==> config.mk <==
export PLATFORM = sky130hd
export DESIGN_NAME = cpu7_tlb_arb
export DESIGN_NICKNAME = d
export VERILOG_FILES = /design/src/rtl/cpu7_tlb_arb.sv
export SDC_FILE = /design/constraint.sdc
export NUM_CORES = 1
export LEC_CHECK = 0
export ABC_AREA = 1
export BUFFER_PORTS_ARGS = -buffer_cell sky130_fd_sc_hd__buf_2
export CAP_MARGIN = 5
export CORE_AREA = 2 2 144 146
export CTS_CLUSTER_SIZE = 24
export DETAILED_ROUTE_END_ITERATION = 6
export DIE_AREA = 0 0 146 148
export PLACE_DENSITY = 0.72
export SLEW_MARGIN = 20
export SYNTH_ARGS = -nofsm -noshare
export SYNTH_HDL_FRONTEND = slang
export SYNTH_SLANG_ARGS = --single-unit
==> constraint.sdc <==
create_clock -name clk -period 5.71 [get_ports clk]
set_clock_uncertainty 0.05 [all_clocks]
set_input_delay 0.571 -clock clk [delete_from_list [all_inputs] [get_ports clk]]
set_output_delay 0.571 -clock clk [all_outputs]
set_load 0.01 [all_outputs]
==> src/rtl/cpu7_tlb_arb.sv <==
// Shares one address translator between the inst-side and data-side TLB ports.
// Requests are captured as pending, granted one at a time, and each result is held until recv.
module cpu7_tlb_arb #(
  parameter int unsigned GRLEN      = 32,
  parameter int unsigned PABITS     = 32,
  parameter int unsigned STREAK_MAX = 3
) (
  input  logic              clk,
  input  logic              reset,
  input  logic              inst_tlb_req,
  input  logic [GRLEN-1:0]  inst_tlb_vaddr,
  input  logic              itlb_cache_recv,
  input  logic              data_tlb_req,
  input  logic              data_tlb_wr,
  input  logic [GRLEN-1:0]  data_tlb_vaddr,
  input  logic              dtlb_cache_recv,
  output logic              xl_req,
  output logic [GRLEN-1:0]  xl_vaddr,
  output logic              xl_wr,
  input  logic              xl_ack,
  input  logic [PABITS-1:0] xl_paddr,
  input  logic              xl_hit,
  input  logic              xl_uncache,
  input  logic [5:0]        xl_exccode,
  output logic              itlb_finish,
  output logic [PABITS-1:0] itlb_paddr,
  output logic              itlb_hit,
  output logic              itlb_uncache,
  output logic [5:0]        itlb_exccode,
  output logic              dtlb_finish,
  output logic [PABITS-1:0] dtlb_paddr,
  output logic              dtlb_hit,
  output logic              dtlb_uncache,
  output logic [5:0]        dtlb_exccode
);

  typedef enum logic [1:0] {StIdle, StLookup, StResp} state_e;

  typedef struct packed {
    logic              finish;
    logic [PABITS-1:0] paddr;
    logic              hit;
    logic              uncache;
    logic [5:0]        exccode;
  } res_t;

  state_e            state_q, state_d;
  logic              pend_inst_q, pend_inst_d;
  logic              pend_data_q, pend_data_d;
  logic [GRLEN-1:0]  inst_vaddr_q, inst_vaddr_d;
  logic [GRLEN-1:0]  data_vaddr_q, data_vaddr_d;
  logic              data_wr_q, data_wr_d;
  logic              gnt_data_q, gnt_data_d;
  logic [GRLEN-1:0]  gnt_vaddr_q, gnt_vaddr_d;
  logic              gnt_wr_q, gnt_wr_d;
  logic [1:0]        streak_q, streak_d;
  res_t              itlb_q, itlb_d;
  res_t              dtlb_q, dtlb_d;

  logic inst_cand, data_cand, streak_hit, grant_inst, side_recv;

  // Candidates include this cycle's requests so an idle arbiter grants with no extra cycle.
  assign inst_cand  = pend_inst_q | inst_tlb_req;
  assign data_cand  = pend_data_q | data_tlb_req;
  assign streak_hit = (32'(streak_q) >= STREAK_MAX);
  assign grant_inst = inst_cand & (~data_cand | streak_hit);
  assign side_recv  = gnt_data_q ? dtlb_cache_recv : itlb_cache_recv;

  always_comb begin
    state_d      = state_q;
    pend_inst_d  = pend_inst_q;
    pend_data_d  = pend_data_q;
    inst_vaddr_d = inst_vaddr_q;
    data_vaddr_d = data_vaddr_q;
    data_wr_d    = data_wr_q;
    gnt_data_d   = gnt_data_q;
    gnt_vaddr_d  = gnt_vaddr_q;
    gnt_wr_d     = gnt_wr_q;
    streak_d     = streak_q;
    itlb_d       = itlb_q;
    dtlb_d       = dtlb_q;

    // Newest request always wins the latch, including on the side currently in service.
    if (inst_tlb_req) begin
      pend_inst_d  = 1'b1;
      inst_vaddr_d = inst_tlb_vaddr;
    end
    if (data_tlb_req) begin
      pend_data_d  = 1'b1;
      data_vaddr_d = data_tlb_vaddr;
      data_wr_d    = data_tlb_wr;
    end

    case (state_q)
      StIdle: begin
        if (grant_inst) begin
          pend_inst_d = 1'b0;
          gnt_data_d  = 1'b0;
          gnt_vaddr_d = inst_tlb_req ? inst_tlb_vaddr : inst_vaddr_q;
          gnt_wr_d    = 1'b0;
          streak_d    = '0;
          state_d     = StLookup;
        end else if (data_cand) begin
          pend_data_d = 1'b0;
          gnt_data_d  = 1'b1;
          gnt_vaddr_d = data_tlb_req ? data_tlb_vaddr : data_vaddr_q;
          gnt_wr_d    = data_tlb_req ? data_tlb_wr : data_wr_q;
          if (inst_cand) begin
            streak_d = (streak_q == 2'd3) ? streak_q : streak_q + 2'd1;
          end else begin
            streak_d = '0;
          end
          state_d = StLookup;
        end
      end
      StLookup: begin
        if (xl_ack) begin
          if (gnt_data_q) begin
            dtlb_d.finish  = 1'b1;
            dtlb_d.paddr   = xl_paddr;
            dtlb_d.hit     = xl_hit;
            dtlb_d.uncache = xl_uncache;
            dtlb_d.exccode = xl_exccode;
          end else begin
            itlb_d.finish  = 1'b1;
            itlb_d.paddr   = xl_paddr;
            itlb_d.hit     = xl_hit;
            itlb_d.uncache = xl_uncache;
            itlb_d.exccode = xl_exccode;
          end
          state_d = StResp;
        end
      end
      StResp: begin
        if (side_recv) begin
          itlb_d.finish = 1'b0;
          dtlb_d.finish = 1'b0;
          state_d       = StIdle;
        end
      end
      default: state_d = StIdle;
    endcase
  end

  always_ff @(posedge clk or posedge reset) begin
    if (reset) begin
      state_q      <= StIdle;
      pend_inst_q  <= 1'b0;
      pend_data_q  <= 1'b0;
      inst_vaddr_q <= '0;
      data_vaddr_q <= '0;
      data_wr_q    <= 1'b0;
      gnt_data_q   <= 1'b0;
      gnt_vaddr_q  <= '0;
      gnt_wr_q     <= 1'b0;
      streak_q     <= '0;
      itlb_q       <= '0;
      dtlb_q       <= '0;
    end else begin
      state_q      <= state_d;
      pend_inst_q  <= pend_inst_d;
      pend_data_q  <= pend_data_d;
      inst_vaddr_q <= inst_vaddr_d;
      data_vaddr_q <= data_vaddr_d;
      data_wr_q    <= data_wr_d;
      gnt_data_q   <= gnt_data_d;
      gnt_vaddr_q  <= gnt_vaddr_d;
      gnt_wr_q     <= gnt_wr_d;
      streak_q     <= streak_d;
      itlb_q       <= itlb_d;
      dtlb_q       <= dtlb_d;
    end
  end

  // xl_req decodes the state flop directly so reset drops it without waiting for a clock.
  assign xl_req       = (state_q == StLookup);
  assign xl_vaddr     = gnt_vaddr_q;
  assign xl_wr        = gnt_wr_q;

  assign itlb_finish  = itlb_q.finish;
  assign itlb_paddr   = itlb_q.paddr;
  assign itlb_hit     = itlb_q.hit;
  assign itlb_uncache = itlb_q.uncache;
  assign itlb_exccode = itlb_q.exccode;
  assign dtlb_finish  = dtlb_q.finish;
  assign dtlb_paddr   = dtlb_q.paddr;
  assign dtlb_hit     = dtlb_q.hit;
  assign dtlb_uncache = dtlb_q.uncache;
  assign dtlb_exccode = dtlb_q.exccode;

endmodule

==> impl_metrics.toml, run 1 <==
[status]
status = "finished, final reports clean"

[routing]
routed_wl_mm = 19.19
drc_errors = 0
drtIter0Drc = 276
wl_per_cell_um = 13.21
postRouteAntennaNets = 0
via_per_inst = 4.442
first_pass_iters = 4
dr_total_vias = 6454

[finish]
layout.cells.non_filler = 1453
area_growth_pct = 24.24
drive_gt1_frac = 0.2308
antennaDiodeCount = 0
utilization = 0.4903
fin_nets = 1283

[clock_network]
h-tree-depth = 4
clock-sinks = 187
clk_path_buf_depth = 2
cts.clk_slew.worst_paths_ps = 70
root_buffer = "clkbuf_16"
clock_latency_ps = 420
cts_tree = "built"
cts_buffers = 17
post-cts-setup-buffers = 0
cts_hold_buf = 0
cts_resized = 0

[hold_path]
hp-class = "in2async"

[worst_setup_path]
cp.arrival_ps = 2910
cp-start-kind = "input pin"
crit_type = "in2reg"
r2r-start = "state_q[0]"
crit_fanout = 68
timing.rr.end = "xl_vaddr[3]"
cp.required_ps = 6010
reg2reg_depth = 5
r2r_setup_slack_ps = 3330
end_kind = "flip-flop"

[grt]
grt_usage = 0.1807
grt_pass1_vias = 6343
grt_max_degree = 112
antenna_found_initial = 1
grt_first_pass_wirelength_mm = 31.63
grt_overflow = 0

[yosys]
synth_nets = 1078
ys_ff_latch = 187
netlist_top_cells_area = "dfrtp_1, nand2_1, inv_1"
ys_seq_area_frac = 0.5917
synth.distinct_cells = 19
syn_inst = 965
syn_area_per_cell_um2 = 8.196
synth_area_leader_cell = "dfrtp_1"
syn_area_um2 = 7909
synth_top_area_frac = 0.5917
yosysWarnings = 0

[floorplanning]
core_um2 = 20040
ios = 228
row_count = 52
chipWidth_um = 146
start_util = 0.3947
die_h_um = 148
die_area_um2 = 21610

[placement]
globalplace.congestion = 0.7540
dp_cells = 1421
dp_hpwl_mm = 13.07
port_buffers = 227

[sta]
hold_viol = 0
worst_slew_pin_slew_ps = 1091
maxSlewHeadroom = 0.2718
min_period_over_period = 0.4573
fmax_ghz = 0.3830
final.setup.tns_ps = 0
setup_viol_count_final = 0
rsz0062_at_grt = "false"
maxSlewViolCount = 0
fin_crit_ps = 2611

[power]
p_leak_nw = 5.777
irDropWorstVdd_uv = 223.2
power_density_nw_per_um2 = 495.2

[flow_run]
maxCapViolations = 0
-- per-layer routing --
layer  GRT usage  share of wire
met4     0.05340          0.013
met2      0.2884           0.46
met3     0.05278          0.077
met1      0.2411           0.45
met5           0        0.00068
-- final cells by class --
cell class	instances	area, um^2
fillers	1959	10210
multi-input cells	516	2206
inverters	217	820.8
repair buffers	231	1179
flip-flops and latches	187	4679
well taps	270	337.8
clock inverters	13	150.1
clock buffers	19	452.9
-- logic make-up (layout without fill, tap and decap cells) --
group,after synthesis,count (layout),synth area share
adders and majority gates,1,1,0.001582
DFF,187,187,0.5917
AOI/OAI and AO/OA,122,122,0.07768
and+or+nand+nor,393,393,0.1997
buffers and inverters,262,480,0.1294
-- cells in the final DEF (no fill, tap or decap), types with 2 or more instances in the layout --
master,synthesis,layout
nand2_1,317,317
inv_8,0,3
a21oi_1,2,2
nand2_2,2,2
inv_6,0,4
buf_4,3,3
o21ai_1,6,6
o21ai_0,113,113
inv_1,213,212
inv_2,4,3
nand3_1,67,67
clkinv_4,0,5
buf_2,23,227
nor2_1,4,4
dfrtp_1,187,187
clkbuf_8,0,2
clkbuf_16,0,17
-- cells in the mapped netlist --
| cell | count |
|---|---|
| nor3_1 | 1 |
| dfrtp_1 | 187 |
| o21ai_0 | 113 |
| nand2_2 | 2 |
| o21ai_2 | 1 |
| buf_4 | 3 |
| inv_1 | 213 |
| buf_2 | 23 |
| buf_1 | 1 |
| o21ai_1 | 6 |
| nand2_1 | 317 |
| inv_2 | 4 |
| nand3_1 | 67 |
| ha_1 | 1 |
| nor2_1 | 4 |
| nor3_2 | 1 |
| nor2_4 | 1 |
| clkbuf_1 | 18 |
| a21oi_1 | 2 |
-- power breakdown --
group / internal [mW] / total (mW) / switching [mW]
sequential: 1.78 / 2.03 / 0.251
clock: 0.646 / 1.19 / 0.545
combinational: 0.597 / 1.64 / 1.05
total: 3.02 / 4.87 / 1.84
-- through the flow --
step	cell area (um^2)	setup WS, ps	hold WS (ps)	power, mW
2_1_floorplan	7909	3.570	407.0	3.023
3_3_place_gp	9221	2719	411.4	3.655
3_5_place_dp	9221	2696	414.8	3.709
4_1_cts	9824	3132	230.3	4.918
5_1_grt	9826	2841	260.0	5.228
6_report	9826	3099	191.3	4.866
-- flip-flops by register name (all words and copies together) (netlist names), 2 cells and up --
register	flops
data_vaddr_q	32
dtlb_exccode	6
dtlb_paddr	32
inst_vaddr_q	32
itlb_exccode	6
itlb_paddr	32
state_q	2
streak_q	2
xl_vaddr	32
-- worst max path at each step --
stage,start,depth (start not counted),to
after floorplan,reset,1,data_vaddr_q[0]
after global placement,data_tlb_req,9,streak_q[0]
final,data_tlb_req,8,xl_vaddr[3]
after global routing,data_tlb_req,9,streak_q[0]
after detailed placement,data_tlb_req,9,streak_q[0]
after CTS,data_tlb_req,9,streak_q[0]
-- worst max-delay path, cell delays in order --
cell and delay [ps]:
buf_2 80, buf_4 500, nor2_1 160, nand2_1 110, nand2_2 440, inv_2 730
nand3_1 180, nand2_1 90
Power figures use the tool's default switching activity.
==> inputs of run 2 (changes only) <==
Settings changed: PLACE_DENSITY 0.72 to 0.7.
Clock period 5.71 ns to 2.59 ns, I/O delays scaled along.
==> impl_metrics.toml, run 2 (synthesis results as in run 1) <==
[finish]
drive_gt1_frac = 0.2362
fin_nets = 1294
final_cell_mix = "nand2_1, buf_2, inv_1"
final-seq-area_um2 = 4679
layout.cells.non_filler = 1464
multi_input_area_um2 = 2206
final_common_cell = "nand2_1"
utilization = 0.4983
area_growth_pct = 26.25
antennaDiodeCount = 0
nFillCells = 1961

[placement]
dp_hpwl_mm = 13.30
globalplace.congestion = 0.7331
port_buffers = 227
dp_cells = 1430

[worst_setup_path]
crit_buf_inv = 1
critPathLaunch = "state_q[0]"
crit_family = "simple AND/OR/NAND/NOR gates"
crit_type = "reg2reg"
worst-path-stages = 5
cp_cell_sequence = "nor2_1 -> nand2_2 -> inv_2 -> nand3_1 -> nand2_1"
cp-start-kind = "flip-flop"
r2r-start = "state_q[0]"
crit_fanout = 36
reg2reg_depth = 5
max_stage_delay_ps = 530
end_kind = "flip-flop"
cp.required_ps = 2900
timing.rr.end = "xl_vaddr[19]"
r2r_setup_slack_ps = 860
slowest_stage = "inv_2"
cp.arrival_ps = 2040

[grt]
grt_max_degree = 81
grt_first_pass_wirelength_mm = 32.01
grt_pass1_vias = 6401
antenna_found_initial = 1
grt_overflow = 0
grt_usage = 0.1844

[sta]
fmax_ghz = 0.5787
min_period_over_period = 0.6672
holdWs_ps = 42.13
worst_slew_pin_slew_ps = 697.9
setup_viol_count_final = 0
fin_crit_ps = 1728
maxSlewHeadroom = 0.5340
final.setup.tns_ps = 0
rsz0062_at_grt = "false"
maxSlewViolCount = 0
hold_viol = 0

[routing]
drc_errors = 0
via_per_inst = 4.405
first_pass_iters = 5
drtIter0Drc = 266
wl_per_cell_um = 13.27
routed_wl_mm = 19.43
postRouteAntennaNets = 0
dr_total_vias = 6449

[floorplanning]
die_h_um = 148
start_util = 0.3947
core_um2 = 20040
die_area_um2 = 21610
row_count = 52
chipWidth_um = 146
ios = 228

[clock_network]
h-tree-depth = 4
clock-sinks = 187
clk_path_buf_depth = 2
cts_resized = 0
cts_buffers = 17
cts.clk_slew.worst_paths_ps = 70
clock_latency_ps = 420
cts_tree = "built"
root_buffer = "clkbuf_16"

[hold_path]
hold_start = "xl_paddr[27]"
holdPathStages = 3
whs_endpoint = "itlb_paddr[27]"
hp-class = "in2reg"

[power]
irDropWorstVdd_uv = 473.5
power_density_nw_per_um2 = 1093
total_power_mw = 10.92
p_leak_nw = 5.852

[status]
status = "finished, final reports clean"

[flow_run]
maxCapViolations = 0
[run 2: changes by cell type in the layout (fill, tap and decap cells not counted), sizes merged]
cell,before,now
buf,231,240
bufinv,1,3
clkinvlp,0,2
dlygate4sd3,0,2
inv,222,220
clkbuf,19,18
clkinv,7,6
[run 2: layer usage]
| metal | vias to the layer above | global-route usage | share of wire |
|---|---|---|---|
| li1 | 3292 | - | - |
| met1 | 2931 | 0.2448 | 0.46 |
| met2 | 217 | 0.2941 | 0.45 |
| met3 | 9 | 0.05926 | 0.077 |
| met4 | 0 | 0.04903 | 0.0070 |
| met5 | - | 0 | 0 |
[run 2: worst min-delay path: stages]
cell and delay, ps:
buf_2 90, inv_1 50, o21ai_0 70
[run 2: cell type report]
cell class,instances,share of cell area
well taps,270,0.03383
flip-flops and latches,187,0.4687
clock inverters,14,0.01880
repair buffers,242,0.1318
multi-input cells,516,0.2209
clock buffers,18,0.04398
inverters,217,0.08195
[run 2: worst max path at each step]
stage / endpoint / slack, ps
2_1_floorplan: data_vaddr_q[0] / -130
3_3_place_gp: streak_q[0] / 750
3_5_place_dp: streak_q[0] / 740
4_1_cts: xl_vaddr[19] / 850
5_1_grt: xl_vaddr[31] / 690
6_report: xl_vaddr[19] / 860
[run 2: per-stage QoR]
stage	instance area [um^2]	worst slack, ps
final	9985	861.8
after global routing	9985	687.1
after CTS	9985	847.3
after detailed placement	9338	744.0
after global placement	9338	753.3
after floorplan	7913	-125.5
[run 2: power by group]
| part | leakage [nW] | internal [mW] | switching (mW) |
|---|---|---|---|
| clock network | 0.306 | 1.57 | 1.19 |
| registers | 2.23 | 3.92 | 0.557 |
| logic | 3.32 | 1.38 | 2.30 |
[run 2: timing repair]
item,CTS,global route
hold buffers,2,0
hold endpoints to repair,16,0
buffers inserted,0,0
